## src/rtl/fsm_pkg.sv

```systemverilog
// Shared defaults, update-cause encoding and table addressing for the table-driven FSM.
// Latency: n/a (declarations only).
// Backpressure: n/a.
package fsm_pkg;

    localparam int DEF_STATE_W     = 3;
    localparam int DEF_NUM_STATES  = 7;
    localparam int DEF_IN_W        = 1;
    localparam int DEF_OUT_W       = 1;
    localparam int DEF_RESET_STATE = 0;
    localparam int DEF_CNT_W       = 8;
    localparam int DEF_TIMEOUT     = 0;

    // Why the state register is updated this cycle, in priority order.
    typedef enum logic [2:0] {
        UPD_HOLD    = 3'd0,
        UPD_CLEAR   = 3'd1,
        UPD_TIMEOUT = 3'd2,
        UPD_RECOVER = 3'd3,
        UPD_STEP    = 3'd4
    } upd_e;

    // Flat next-state table index {state, in}: each state owns 2**in_w consecutive entries.
    function automatic int unsigned tbl_index(input int unsigned state,
                                              input int unsigned sym,
                                              input int unsigned in_w);
        return (state << in_w) | sym;
    endfunction

endpackage

```

## src/rtl/fsm_dwell_timer.sv

```systemverilog
// Saturating count of cycles spent in the current state, with dwell-limit compare.
// Latency: count updates at each clock edge; timeout_hit is combinational from the count.
// Backpressure: none; counts every cycle regardless of the FSM clock enable.
module fsm_dwell_timer
    import fsm_pkg::*;
#(
    parameter int CNT_W   = DEF_CNT_W,
    parameter int TIMEOUT = DEF_TIMEOUT
) (
    input  logic             clk,
    input  logic             reset_n,
    input  logic             clr,
    output logic [CNT_W-1:0] dwell_o,
    output logic             timeout_hit
);

    localparam logic [CNT_W-1:0] CNT_MAX = '1;
    localparam logic [CNT_W-1:0] TO_LAST = CNT_W'((TIMEOUT == 0) ? 0 : TIMEOUT - 1);

    // Limit reached on this edge; TIMEOUT of zero disables the compare entirely.
    always_comb begin
        timeout_hit = (TIMEOUT != 0) && (dwell_o == TO_LAST);
    end

    // Restart on state change or timeout, otherwise count up and stick at the top.
    always_ff @(posedge clk or negedge reset_n) begin
        if (!reset_n) begin
            dwell_o <= '0;
        end else if (clr || timeout_hit) begin
            dwell_o <= '0;
        end else if (dwell_o != CNT_MAX) begin
            dwell_o <= dwell_o + CNT_W'(1);
        end
    end

endmodule

```

## src/rtl/fsm_table_engine.sv

```systemverilog
// Run-time programmable Moore FSM: next-state/output tables written over a config port.
// Latency: 1 cycle from x (with en) to state_o/out_sig; config writes land at the same edge.
// Backpressure: none; en gates stepping, config writes are accepted or rejected in one cycle.
module fsm_table_engine
    import fsm_pkg::*;
#(
    parameter int STATE_W     = DEF_STATE_W,
    parameter int NUM_STATES  = DEF_NUM_STATES,
    parameter int IN_W        = DEF_IN_W,
    parameter int OUT_W       = DEF_OUT_W,
    parameter int RESET_STATE = DEF_RESET_STATE,
    parameter int CNT_W       = DEF_CNT_W,
    parameter int TIMEOUT     = DEF_TIMEOUT
) (
    input  logic               clk,
    input  logic               reset_n,
    input  logic               en,
    input  logic               sync_clr,
    input  logic [IN_W-1:0]    x,
    input  logic               cfg_ns_we,
    input  logic               cfg_out_we,
    input  logic [STATE_W-1:0] cfg_state,
    input  logic [IN_W-1:0]    cfg_in,
    input  logic [STATE_W-1:0] cfg_ns,
    input  logic [OUT_W-1:0]   cfg_out,
    output logic [STATE_W-1:0] state_o,
    output logic [OUT_W-1:0]   out_sig,
    output logic [CNT_W-1:0]   dwell_o,
    output logic               timeout_p,
    output logic               illegal_err,
    output logic               cfg_err
);

    localparam int ROWS  = 2 ** STATE_W;
    localparam int COLS  = 2 ** IN_W;
    localparam int IDX_W = STATE_W + IN_W;

    localparam logic [STATE_W:0]   NUM_S = (STATE_W + 1)'(NUM_STATES);
    localparam logic [STATE_W-1:0] RST_S = STATE_W'(RESET_STATE);

    // Tables span every encodable state so that any lookup stays in range;
    // rows at or above NUM_STATES are never written and keep their reset value.
    logic [STATE_W-1:0] ns_tbl  [ROWS*COLS];
    logic [OUT_W-1:0]   out_tbl [ROWS];

    logic [STATE_W-1:0] state_q;
    logic [STATE_W-1:0] state_d;
    logic [OUT_W-1:0]   out_d;
    upd_e               upd;
    logic [IDX_W-1:0]   rd_idx;
    logic [IDX_W-1:0]   wr_idx;
    logic [STATE_W-1:0] ns_lookup;
    logic               state_bad;
    logic               target_bad;
    logic               timeout_hit;
    logic               cfg_reject;

    assign state_o = state_q;

    // Table addressing and legality of the current state and its looked-up successor.
    always_comb begin
        rd_idx     = IDX_W'(tbl_index(32'(state_q), 32'(x), IN_W));
        wr_idx     = IDX_W'(tbl_index(32'(cfg_state), 32'(cfg_in), IN_W));
        ns_lookup  = ns_tbl[rd_idx];
        state_bad  = ({1'b0, state_q} >= NUM_S);
        target_bad = ({1'b0, ns_lookup} >= NUM_S);
        cfg_reject = (cfg_ns_we || cfg_out_we) &&
                     (({1'b0, cfg_state} >= NUM_S) || (cfg_ns_we && ({1'b0, cfg_ns} >= NUM_S)));
    end

    // Pick the update cause by priority, then the next state and its Moore output.
    // Reads use the current table contents, so a same-cycle config write is not seen.
    always_comb begin
        upd     = UPD_HOLD;
        state_d = state_q;
        out_d   = out_sig;
        if (sync_clr) begin
            upd = UPD_CLEAR;
        end else if (timeout_hit) begin
            upd = UPD_TIMEOUT;
        end else if (state_bad) begin
            upd = UPD_RECOVER;
        end else if (en) begin
            upd = target_bad ? UPD_RECOVER : UPD_STEP;
        end
        case (upd)
            UPD_CLEAR, UPD_TIMEOUT: begin
                state_d = RST_S;
                out_d   = out_tbl[RST_S];
            end
            UPD_RECOVER: begin
                state_d = RST_S;
                out_d   = '0;
            end
            UPD_STEP: begin
                state_d = ns_lookup;
                out_d   = out_tbl[ns_lookup];
            end
            default: begin
                state_d = state_q;
                out_d   = out_sig;
            end
        endcase
    end

    // State, aligned Moore output, timeout pulse and sticky illegal flag.
    always_ff @(posedge clk or negedge reset_n) begin
        if (!reset_n) begin
            state_q     <= RST_S;
            out_sig     <= '0;
            timeout_p   <= 1'b0;
            illegal_err <= 1'b0;
        end else begin
            state_q     <= state_d;
            out_sig     <= out_d;
            timeout_p   <= (upd == UPD_TIMEOUT);
            illegal_err <= (upd == UPD_CLEAR) ? 1'b0 : (illegal_err || (upd == UPD_RECOVER));
        end
    end

    // Table storage: legal writes land at the edge, illegal ones are dropped and flagged.
    always_ff @(posedge clk or negedge reset_n) begin
        if (!reset_n) begin
            ns_tbl  <= '{default: RST_S};
            out_tbl <= '{default: '0};
            cfg_err <= 1'b0;
        end else begin
            cfg_err <= cfg_reject;
            if (!cfg_reject) begin
                if (cfg_ns_we) begin
                    ns_tbl[wr_idx] <= cfg_ns;
                end
                if (cfg_out_we) begin
                    out_tbl[cfg_state] <= cfg_out;
                end
            end
        end
    end

    fsm_dwell_timer #(
        .CNT_W   (CNT_W),
        .TIMEOUT (TIMEOUT)
    ) u_dwell (
        .clk         (clk),
        .reset_n     (reset_n),
        .clr         (sync_clr || (state_d != state_q)),
        .dwell_o     (dwell_o),
        .timeout_hit (timeout_hit)
    );

endmodule
```

## config.mk

```make
export PLATFORM = sky130hd
export DESIGN_NAME = fsm_table_engine
export DESIGN_NICKNAME = d
export VERILOG_FILES = /design/src/rtl/fsm_pkg.sv /design/src/rtl/fsm_dwell_timer.sv /design/src/rtl/fsm_table_engine.sv
export SDC_FILE = /design/constraint.sdc
export NUM_CORES = 1
export LEC_CHECK = 0
export ABC_AREA = 1
export CAP_MARGIN = 30
export CORE_MARGIN = 2
export CORE_UTILIZATION = 40
export DETAILED_ROUTE_END_ITERATION = 8
export HOLD_SLACK_MARGIN = 0.03
export SLEW_MARGIN = 20
export SYNTH_ARGS = -nofsm -noshare
export SYNTH_HDL_FRONTEND = slang
export SYNTH_HIERARCHICAL = 1
export SYNTH_SLANG_ARGS = --single-unit
```

## constraint.sdc

```tcl
create_clock -name clk -period 1.8 [get_ports clk]
set_input_delay 0.54 -clock clk [delete_from_list [all_inputs] [get_ports clk]]
set_output_delay 0.54 -clock clk [all_outputs]
set_load 0.005 [all_outputs]
```

---- After elaboration in Yosys (flattened, before gate mapping) ----
Cells that the tools add are included.
operators by class
  reductions and logical operators ........ 14
  order comparisons ....................... 10
  multiplexer cells ....................... 21
  equal/unequal tests ..................... 6
  add/subtract/negate cells ............... 1
  bitwise logic cells ..................... 7
operators with widths
  kind                   number
  $bwmux W48             1
  $mux W3                7
  $mux W8                2
  $bmux W3 S4            1
  $demux W3 S4           1
  $ge A3 B3 Y1 const B   4
  $ge A5 B5 Y1 const B   2
  $not A4 Y5             2
  $add A8 B1 Y8 const B  1
  $bwmux W8              1
  $ge A4 B4 Y1 const B   2
  $ne A8 B8 Y1 const B   1
  $not A3 Y4             2
  $or A4 B1 Y4           2
  $eq A3 B2 Y1 const B   2
  $pmux W3 S2            1
  $lt A5 B1 Y1 const B   1
  $logic_and A1 B1 Y1    4
  $logic_or A1 B1 Y1     4
  $lt A4 B1 Y1 const B   1
  $mux W1                4
  $reduce_and A2 Y1      2
  $bmux W1 S3            1
  $demux W1 S3           1
  other kinds (9)        9
storage, ports and cells
  output and inout port bits .............. 15
  bits in registers ....................... 71
  input port bits ......................... 15
  word-level logic and storage cells ...... 89

---- Depth between registers and ports, before layout ----
Gate-level depths: netlist of the first run.
  depth in word-level cells ............... 16
  gate-level depth with buffers ........... 18
  mapped depth without buffers ............ 17

---- Modules after synthesis ----
The synthesis of the first run kept the hierarchy.
by module, submodules not included
  module            area each (µm²)  instances  cells an instance  seq. area each (µm²)
  fsm_table_engine  3083.0           1          393                1576.5
  fsm_dwell_timer   488.0            1          62                 200.2

---- Least setup slack after synthesis of the first run ----
Ideal clock, no wire load.
  path type ............................... in2reg
  start point ............................. input x
  end point ............................... register u_dwell.dwell_o[2]
  stages on the path ...................... 17
  slack ................................... -413 ps
  arrival time ............................ 2140 ps
  path buffers ............................ 2
  required time ........................... 1727 ps
  library setup time ...................... 73 ps
  cell sequence ........................... buf_4 buf_6 nor2_2 nor2_1 nor2_2 nand2_4 nand2_4 nand3_4 nand2_2 inv_2 nand2_2 nor2_1 nor2_1 nand3_1 inv_1 nand3_4 a21oi_2
on the way
  longest elaborated chain between the ends .. 16
  elaborated cells between the ends (all ways) .. 20
  classes of those cells .................. 1 x order compare; 5 x eq/ne; 9 x mux; 2 x bitwise; 3 x reduce/logical
ends and longest elaborated chain
  element                                        line                     RTL
  from (decl)                                    fsm_table_engine.sv:19   input logic [IN_W-1:0] x,
  $or A4 B1 Y4 *                                 fsm_pkg.sv:27            return (state << in_w) | sym;
  $not A4 Y5 (implied by the code) *             fsm_table_engine.sv:64   ns_lookup = ns_tbl[rd_idx];
  $bmux W3 S4 *                                  fsm_table_engine.sv:64
  $mux W3 (implied by the code) * (2 in series)  fsm_table_engine.sv:64
  $ge A3 B3 Y1                                   fsm_table_engine.sv:66   target_bad = ({1'b0, ns_lookup} >= NUM_S);
  $mux W3                                        fsm_table_engine.sv:84   upd = target_bad ? UPD_RECOVER : UPD_STEP;
  $mux W3                                        fsm_table_engine.sv:83   end else if (en) begin
  $mux W3                                        fsm_table_engine.sv:81   end else if (state_bad) begin
  $mux W3                                        fsm_table_engine.sv:77   if (sync_clr) begin
  $eq A3 B2 Y1 or $eq A3 B1 Y1 (tied branches)   fsm_table_engine.sv:86   case (upd)
  $reduce_or A3 Y1 (no line)                     --
  $pmux W3 S2 *                                  fsm_table_engine.sv:86
  $ne A3 B3 Y1 *                                 fsm_table_engine.sv:146  .clr (sync_clr || (state_d != state_q)),
  $logic_or A1 B1 Y1 *                           fsm_table_engine.sv:146
  $mux W8 or $reduce_bool A2 Y1 (tied branches)  --
  to (signal assigned)                           fsm_dwell_timer.sv:32    dwell_o <= dwell_o + CNT_W'(1);
  to (decl)                                      fsm_dwell_timer.sv:13    output logic [CNT_W-1:0] dwell_o,
Every way passes the cells marked *; elsewhere a longest branch is shown, timed or not. The select of a mux whose other input is x is not followed.
A chain may end at the register's enable or synchronous reset.

---- Worst setup path after layout of the first run ----
  start point ............................. register state_q[0], in the netlist state_o[0]
  end point ............................... register u_dwell.dwell_o[5]
on the way
  longest elaborated chain between the ends .. 16
  elaborated cells between the ends (all ways) .. 21
  classes of those cells .................. 2 x order compare; 5 x eq/ne; 9 x mux; 2 x bitwise; 3 x reduce/logical
ends and longest elaborated chain
  element                                        line                     RTL
  from (decl)                                    fsm_table_engine.sv:46   logic [STATE_W-1:0] state_q;
  from (signal assigned)                         fsm_table_engine.sv:114  state_q <= state_d;
  $or A4 B1 Y4                                   fsm_pkg.sv:27
  $not A4 Y5 (implied by the code)               fsm_table_engine.sv:64
  $bmux W3 S4                                    fsm_table_engine.sv:64
  $mux W3 (implied by the code) (2 in series)    fsm_table_engine.sv:64
  $ge A3 B3 Y1                                   fsm_table_engine.sv:66
  $mux W3                                        fsm_table_engine.sv:84
  $mux W3                                        fsm_table_engine.sv:83
  $mux W3                                        fsm_table_engine.sv:81
  $mux W3                                        fsm_table_engine.sv:77
  $eq A3 B2 Y1 or $eq A3 B1 Y1 (tied branches)   fsm_table_engine.sv:86
  $reduce_or A3 Y1 (no line)                     --
  $pmux W3 S2                                    fsm_table_engine.sv:86
  $ne A3 B3 Y1 *                                 fsm_table_engine.sv:146
  $logic_or A1 B1 Y1 *                           fsm_table_engine.sv:146
  $mux W8 or $reduce_bool A2 Y1 (tied branches)  --
Marked as above.

==> reports/metrics.yaml, run 1 <==
run_status:
  outcome: "complete, but fails checks"
  violations: "design-rule violations, negative setup slack"
floorplanning:
  die_h_um: 98.5
  rows: 34
  io_pins: 30
  die_w_um: 98.5
  start_util_pct: 41.1
  die_area_um2: 9700
  core_um2: 8680
place:
  port_buffers: 29
  place_inst: 625
  place_hpwl_um: 6180
  routabilityCongestion: 0.891
global_route:
  grt_max_degree: 72
  grt_use_met3_pct: 4.33
  antenna_found_initial: 0
  busiest_layer: "met2"
  first_global_vias: 3220
  track_usage_pct: 20.7
  grt_pass1_wl_um: 16000
  overflow: 0
  use_met2_pct: 33.4
  use_met1_pct: 28.4
power:
  ir_drop_mv: 0.395
  leakagePower_nw: 2.52
  power.density_nw_per_um2: 919
  total_power_mw: 4.65
logic_synthesis:
  synth_fp_nets: 471
  syn_area_per_cell_um2: 7.85
  synth_area_um2: 3570
  synthCells: 455
  synth_top_area_share_pct: 49.8
  yosys-top-cells-area: "dfrtp_1, nand2_1, nand3_1, o21ai_0, nor2_1"
  synth-seq-area-share_pct: 49.8
  synthDistinctLibCells: 32
  yosysWarnings: 6
  yosys.area.top_type: "dfrtp_1"
  ys_ff_latch: 71
sta:
  rsz0062_at_grt: "yes"
  hold_viol: 0
  slew_viol_final: 0
  fin_crit_ns: 2.14
  layout_setup_ws_ns: -0.340
  finalSetupViolations: 10
  fin_tns_setup_ns: -2.79
  fmax_mhz: 467
  fin_crit_sh_pct: 119
  finClkSkew_ns: 0.0152
cells_and_area:
  drive_above_1_share_pct: 32.3
  final_common_cell: "nand2_1"
  nets: 569
  multi_input_area_um2: 1760
  num_antenna_cells: 0
  final_util_pct: 58.3
  fillers: 785
  area_growth_pct: 41.8
  final_cell_count_no_fill: 666
  final-seq-area_um2: 1780
  mostFrequentLayoutCells: "nand2_1, dfrtp_1, buf_4"
clock_tree:
  insertion_delay_ns: 0.35
  clk_path_buf_depth: 2
  cts.sinks: 71
  cts_max_level: 3
  cts_buffers: 9
  tritoncts: "built"
  cts-root-buf: "clkbuf_8"
  postCtsHoldBufs: 0
  clkTransAtPathRegs_ns: 0.08
run:
  timing.max_cap.violations: 0
setup_path:
  cp-start-kind: "flop"
  r2r_setup_slack_ns: -0.34
  critical_path_arrival_ns: 2.38
  r2r.worst_path.cells: 18
  path_class: "flop to flop"
  cp-end-kind: "flop"
  worstReg2RegStart: "state_o[0]$_DFF_PN0_"
  rr_endpoint: "u_dwell/dwell_o[5]$_DFFE_PN0P_"
  cp_max_fo: 6
  worstPathRequired_ns: 2.04
routing:
  drc_errors: 1
  wl_per_cell_um: 14.3
  first_pass_iters: 9
  vias_per_cell: 5.06
  first_iter_violations: 237
  drt-total-wl_um: 9550
  ant_nets: 0
  vias: 3372
hold_path:
  hold_path_class: "primary input to asynchronous set/reset pin"
-- logic make-up (layout without fill, tap and decap cells) --
family          after synthesis  count (layout)  synth area share (%)
other cells                   1               1                 0.105
flops                        71              71                  49.8
fa+ha+maj                     1               1                 0.350
buf+inv                      56             159                  6.80
simple gates                247             247                  31.1
compound gates               79              79                  11.9
-- sequential cells by signal, summed over array words and instances (netlist names) --
name             count
illegal_err          1
state_o              3
u_dwell/dwell_o      8
timeout_p            1
out_tbl              8
cfg_err              1
out_sig              1
ns_tbl              48
-- synthesized netlist by cell type --
cell type	n
nand2_1	147
dfrtp_1	71
nand3_1	37
nor2_1	34
o21ai_0	33
inv_1	30
o21ai_1	24
clkbuf_1	11
a21oi_1	10
inv_2	8
nand2_2	8
nor2_2	4
a31oi_1	3
buf_6	3
nand2_4	3
nor2_4	3
o21bai_1	3
buf_2	2
buf_4	2
nand3_4	2
nand3b_1	2
nor3_1	2
nor3_2	2
o211ai_1	2
o21ai_2	2
a21boi_0	1
a21oi_2	1
conb_1	1
ha_1	1
nand3_2	1
nand4_1	1
nor4_1	1
-- stage by stage --
| stage | hold slack (ns) | instance area (µm²) | setup slack [ns] |
|---|---|---|---|
| 6_report | 0.194 | 5060 | -0.340 |
| 4_1_cts | 0.225 | 4810 | -0.234 |
| 3_3_place_gp | 0.367 | 4350 | -1.03 |
| 2_1_floorplan | 0.244 | 3590 | -0.314 |
| 3_5_place_dp | 0.366 | 4350 | -1.07 |
| 5_1_grt | 0.244 | 5060 | -0.473 |
-- report_power, final --
part / leakage, nW / internal [mW] / switching, mW / total (mW)
sequential: 0.916 / 1.86 / 0.182 / 2.04
combinational: 1.49 / 0.549 / 0.584 / 1.13
clock: 0.112 / 0.854 / 0.626 / 1.48
-- layer usage --
metal	vias up	routed length, µm
met2	104	4520
met1	1587	4420
met3	20	472
met4	0	139
li1	1661	-
met5	-	0
-- timing repair --
action	4_1_cts	5_1_grt
gates resized for setup	35	65
setup buffers	16	9
pin swaps	16	36
setup endpoints to repair	33	58
cloned	2	0
-- how the worst max path moves through the flow --
| stage | startpoint | endpoint | slack [ns] | depth (start not counted) |
|---|---|---|---|---|
| floorplan | x | u_dwell/dwell_o[2]$_DFFE_PN0P_ | -0.31 | 18 |
| global placement | x | u_dwell/dwell_o[2]$_DFFE_PN0P_ | -1.03 | 18 |
| detailed placement | x | u_dwell/dwell_o[2]$_DFFE_PN0P_ | -1.07 | 18 |
| CTS | state_o[1]$_DFF_PN0_ | u_dwell/dwell_o[6]$_DFFE_PN0P_ | -0.23 | 18 |
| global route | state_o[0]$_DFF_PN0_ | u_dwell/dwell_o[2]$_DFFE_PN0P_ | -0.47 | 15 |
| finish | state_o[0]$_DFF_PN0_ | u_dwell/dwell_o[5]$_DFFE_PN0P_ | -0.34 | 18 |
-- cell type report --
class,count,area share [%]
Tap cell,108,2.67
Sequential cell,71,35.1
Timing Repair Buffer,105,19.6
Clock buffer,11,2.99
Clock inverter,5,1.58
Multi-Input combinational cell,328,34.8
Inverter,38,3.16
-- worst max-delay path, cell delays in order, from the launching register on --
cell and delay [ns]:
dfrtp_2 0.49, nand2_4 0.08, inv_4 0.10, nand2_1 0.07, nor2_2 0.19, nor2_4 0.06
nand2_4 0.08, nand2_4 0.07, nand3_4 0.11, nand2_4 0.05, inv_2 0.06, nand2_2 0.06
nor2_2 0.10, nor2_2 0.05, nand3_2 0.11, inv_4 0.07, buf_4 0.14, nand3_1 0.08
nand2_1 0.06
Power figures use the tool's default switching activity.
==> inputs of run 2 (changes only) <==
--- a/config.mk
+++ b/config.mk
@@ -9,6 +9,7 @@
 export CAP_MARGIN = 30
 export CORE_MARGIN = 2
 export CORE_UTILIZATION = 40
+export CTS_CLUSTER_SIZE = 30
 export DETAILED_ROUTE_END_ITERATION = 8
 export HOLD_SLACK_MARGIN = 0.03
 export SLEW_MARGIN = 20
==> results of run 2 <==
The final DEF is identical to that of run 1; final timing and power are the same.
==> inputs of run 3 (changes only) <==
--- a/config.mk
+++ b/config.mk
@@ -6,8 +6,8 @@
 export NUM_CORES = 1
 export LEC_CHECK = 0
 export ABC_AREA = 1
+export ABC_CLOCK_PERIOD_IN_PS = 1800
 export CAP_MARGIN = 30
-export CORE_MARGIN = 2
 export CORE_UTILIZATION = 40
 export CTS_CLUSTER_SIZE = 30
 export DETAILED_ROUTE_END_ITERATION = 8
==> reports/metrics.yaml, run 3 (synthesis gave the netlist of run 1 again) <==
routing:
  first_iter_violations: 151  # -36%
  drt-total-wl_um: 9090  # -4.8%
  wl_met1_um: 4270  # -3.3%
  drc_errors: 0  # -1
  routed-wl-met2_um: 4260  # -5.8%
  vias_per_cell: 4.93  # -2.6%
  wl_per_cell_um: 13.8  # -3.8%
  vias: 3249  # -3.6%
  met3_length_um: 381  # -19%
  ant_nets: 0  # unchanged
  first_pass_iters: 4  # -5
  highest_layer: "met4"
sta:
  whs_ns: 0.129  # -0.0643 ns
  fin_crit_ns: 2.07  # -0.0667 ns
  rsz0062_at_grt: "yes"
  fmax_mhz: 482  # +3.2%
  finClkSkew_ns: 0.0134  # -0.00178 ns
  hold_viol: 0  # unchanged
  finalSetupViolations: 10  # unchanged
  slew_viol_final: 0  # unchanged
  layout_setup_ws_ns: -0.274  # +0.0667 ns
  fin_crit_sh_pct: 115  # -3.7 points
run:
  timing.max_cap.violations: 0  # unchanged
clock_tree:
  clk_path_buf_depth: 2  # unchanged
  tritoncts: "built"
  cts.sinks: 71  # unchanged
  insertion_delay_ns: 0.35  # about the same
  cts_buffers: 9  # unchanged
  cts_max_level: 3  # unchanged
  clkTransAtPathRegs_ns: 0.08  # about the same
  cts-root-buf: "clkbuf_8"
run_status:
  outcome: "complete, but fails checks"
  violations: "negative setup slack"
cells_and_area:
  area_growth_pct: 38.2
  drive_above_1_share_pct: 27.2  # -5.0 points
  nets: 562  # -1.2%
  largest_register_ffs: 48  # unchanged
  mostFrequentLayoutCells: "nand2_1, dfrtp_1, buf_4"
  top_regs: "ns_tbl x48, out_tbl x8, u_dwell/dwell_o x8"
  top_register: "ns_tbl"
  final_common_cell: "nand2_1"
  num_antenna_cells: 0  # unchanged
setup_path:
  worstPathRequired_ns: 2.05  # about the same
  r2r_setup_slack_ns: -0.27  # +0.07 ns
  rr_endpoint: "u_dwell/dwell_o[3]$_DFFE_PN0P_"
  worstReg2RegStart: "state_o[0]$_DFF_PN0_"
  r2r.worst_path.cells: 18  # unchanged
  critical_path_arrival_ns: 2.32  # -0.06 ns
  cp-start-kind: "flop"
  endpoint: "u_dwell/dwell_o[3]$_DFFE_PN0P_"
  startpoint: "state_o[0]$_DFF_PN0_"
  cp-end-kind: "flop"
  cp_max_fo: 7  # +1
  path_class: "flop to flop"
global_route:
  first_global_vias: 3089  # -4.1%
  overflow: 0  # unchanged
  grt_pass1_wl_um: 14700  # -7.8%
  antenna_found_initial: 0  # unchanged
  grt_max_degree: 39  # -46%
  track_usage_pct: 21.3  # +0.56 points
floorplanning:
  die_h_um: 96.5  # -2.0%
  core_um2: 8680  # unchanged
  rows: 34  # unchanged
  die_area_um2: 9310  # -4.0%
  start_util_pct: 41.1  # unchanged
  die_w_um: 96.5  # -2.0%
  io_pins: 30  # unchanged
power:
  ir_drop_mv: 0.433  # +9.6%
  leakagePower_nw: 2.50  # -0.84%
  power.density_nw_per_um2: 921  # +0.26%
  total_power_mw: 4.55  # -2.2%
hold_path:
  hold_path_class: "primary input to asynchronous set/reset pin"
place:
  port_buffers: 29  # unchanged
  place_hpwl_um: 6300  # +2.0%
  routabilityCongestion: 0.797  # -11%
## run 3: changes by cell type in the layout (fill, tap and decap cells not counted), moves of 4 or more
cell | previous run | this run
nand2_1 | 125 | 133
nor2_1 | 25 | 32
nor2_2 | 12 | 6
buf_4 | 61 | 56
nand2_2 | 21 | 16
dlymetal6s2s_1 | 3 | 7
nand2_4 | 12 | 8
## run 3: per-layer routing
metal / track usage (%) / vias to the layer above
met3: 4.15 / 18
li1: - / 1649
met1: 28.1 / 1512
met2: 34.6 / 70
met4: 7.60 / 0
met5: 0 / -
## run 3: area by class of cell
class / instances / area (µm²)
fill: 781 / 3740
sequential: 71 / 1780
multi-input combinational: 328 / 1700
timing repair buffer: 98 / 945
clock buffer: 13 / 159
inverter: 38 / 150
tap: 108 / 135
clock inverter: 3 / 65.1
## run 3: what timing repair did
item / 4_1_cts / 5_1_grt
cloned: 1 / 0
resized for setup: 32 / 36
pin swaps: 12 / 16
endpoints found under the setup margin: 38 / 60
buffers inserted: 9 / 4
hold buffers: 0 / 0
## run 3: critical path, stage by stage (launching register included)
cell and delay (ns):
dfrtp_2 0.45, buf_6 0.13, nor2_4 0.20, nand3_2 0.11, nand2_2 0.07, nor2_2 0.04, nand2_2 0.10, nand2_4 0.08
nand3_4 0.09, nand2_4 0.05, inv_2 0.06, nand2_2 0.06, nor2_2 0.09, nor2_1 0.05, nand3_2 0.10, inv_4 0.06
buf_4 0.14, nand3_2 0.06, nand2_1 0.05
## run 3: how the worst min path moves through the flow
stage | cells past startpoint | startpoint | slack, ns | end
finish | 1 | reset_n | 0.13 | ns_tbl[44]$_DFFE_PN0P_
global route | 1 | reset_n | 0.14 | ns_tbl[42]$_DFFE_PN0P_
CTS | 1 | reset_n | 0.13 | ns_tbl[15]$_DFFE_PN0P_
detailed placement | 0 | ns_tbl[2]$_DFFE_PN0P_ | 0.37 | ns_tbl[2]$_DFFE_PN0P_
global placement | 0 | ns_tbl[5]$_DFFE_PN0P_ | 0.37 | ns_tbl[5]$_DFFE_PN0P_
floorplan | 0 | reset_n | 0.24 | cfg_err$_DFF_PN0_
## run 3: per-stage QoR
stage	TNS, ns	setup WS (ns)	area [µm²]	utilization, %	cells
2_1_floorplan	-2.09	-0.314	3590	-	455
3_3_place_gp	-24.65	-1.00	4400	50.7	629
3_5_place_dp	-26.01	-1.02	4400	50.7	629
4_1_cts	-1.81	-0.222	4770	55.0	655
5_1_grt	-3.88	-0.470	4940	56.9	659
6_report	-2.13	-0.274	4940	56.9	659
## run 3: where the power goes
part,internal (mW),total [mW],leakage [nW],switching (mW)
Combinational,0.515,1.07,1.47,0.553
Clock,0.856,1.45,0.114,0.597
Sequential,1.86,2.03,0.918,0.170
Total,3.23,4.55,2.50,1.32
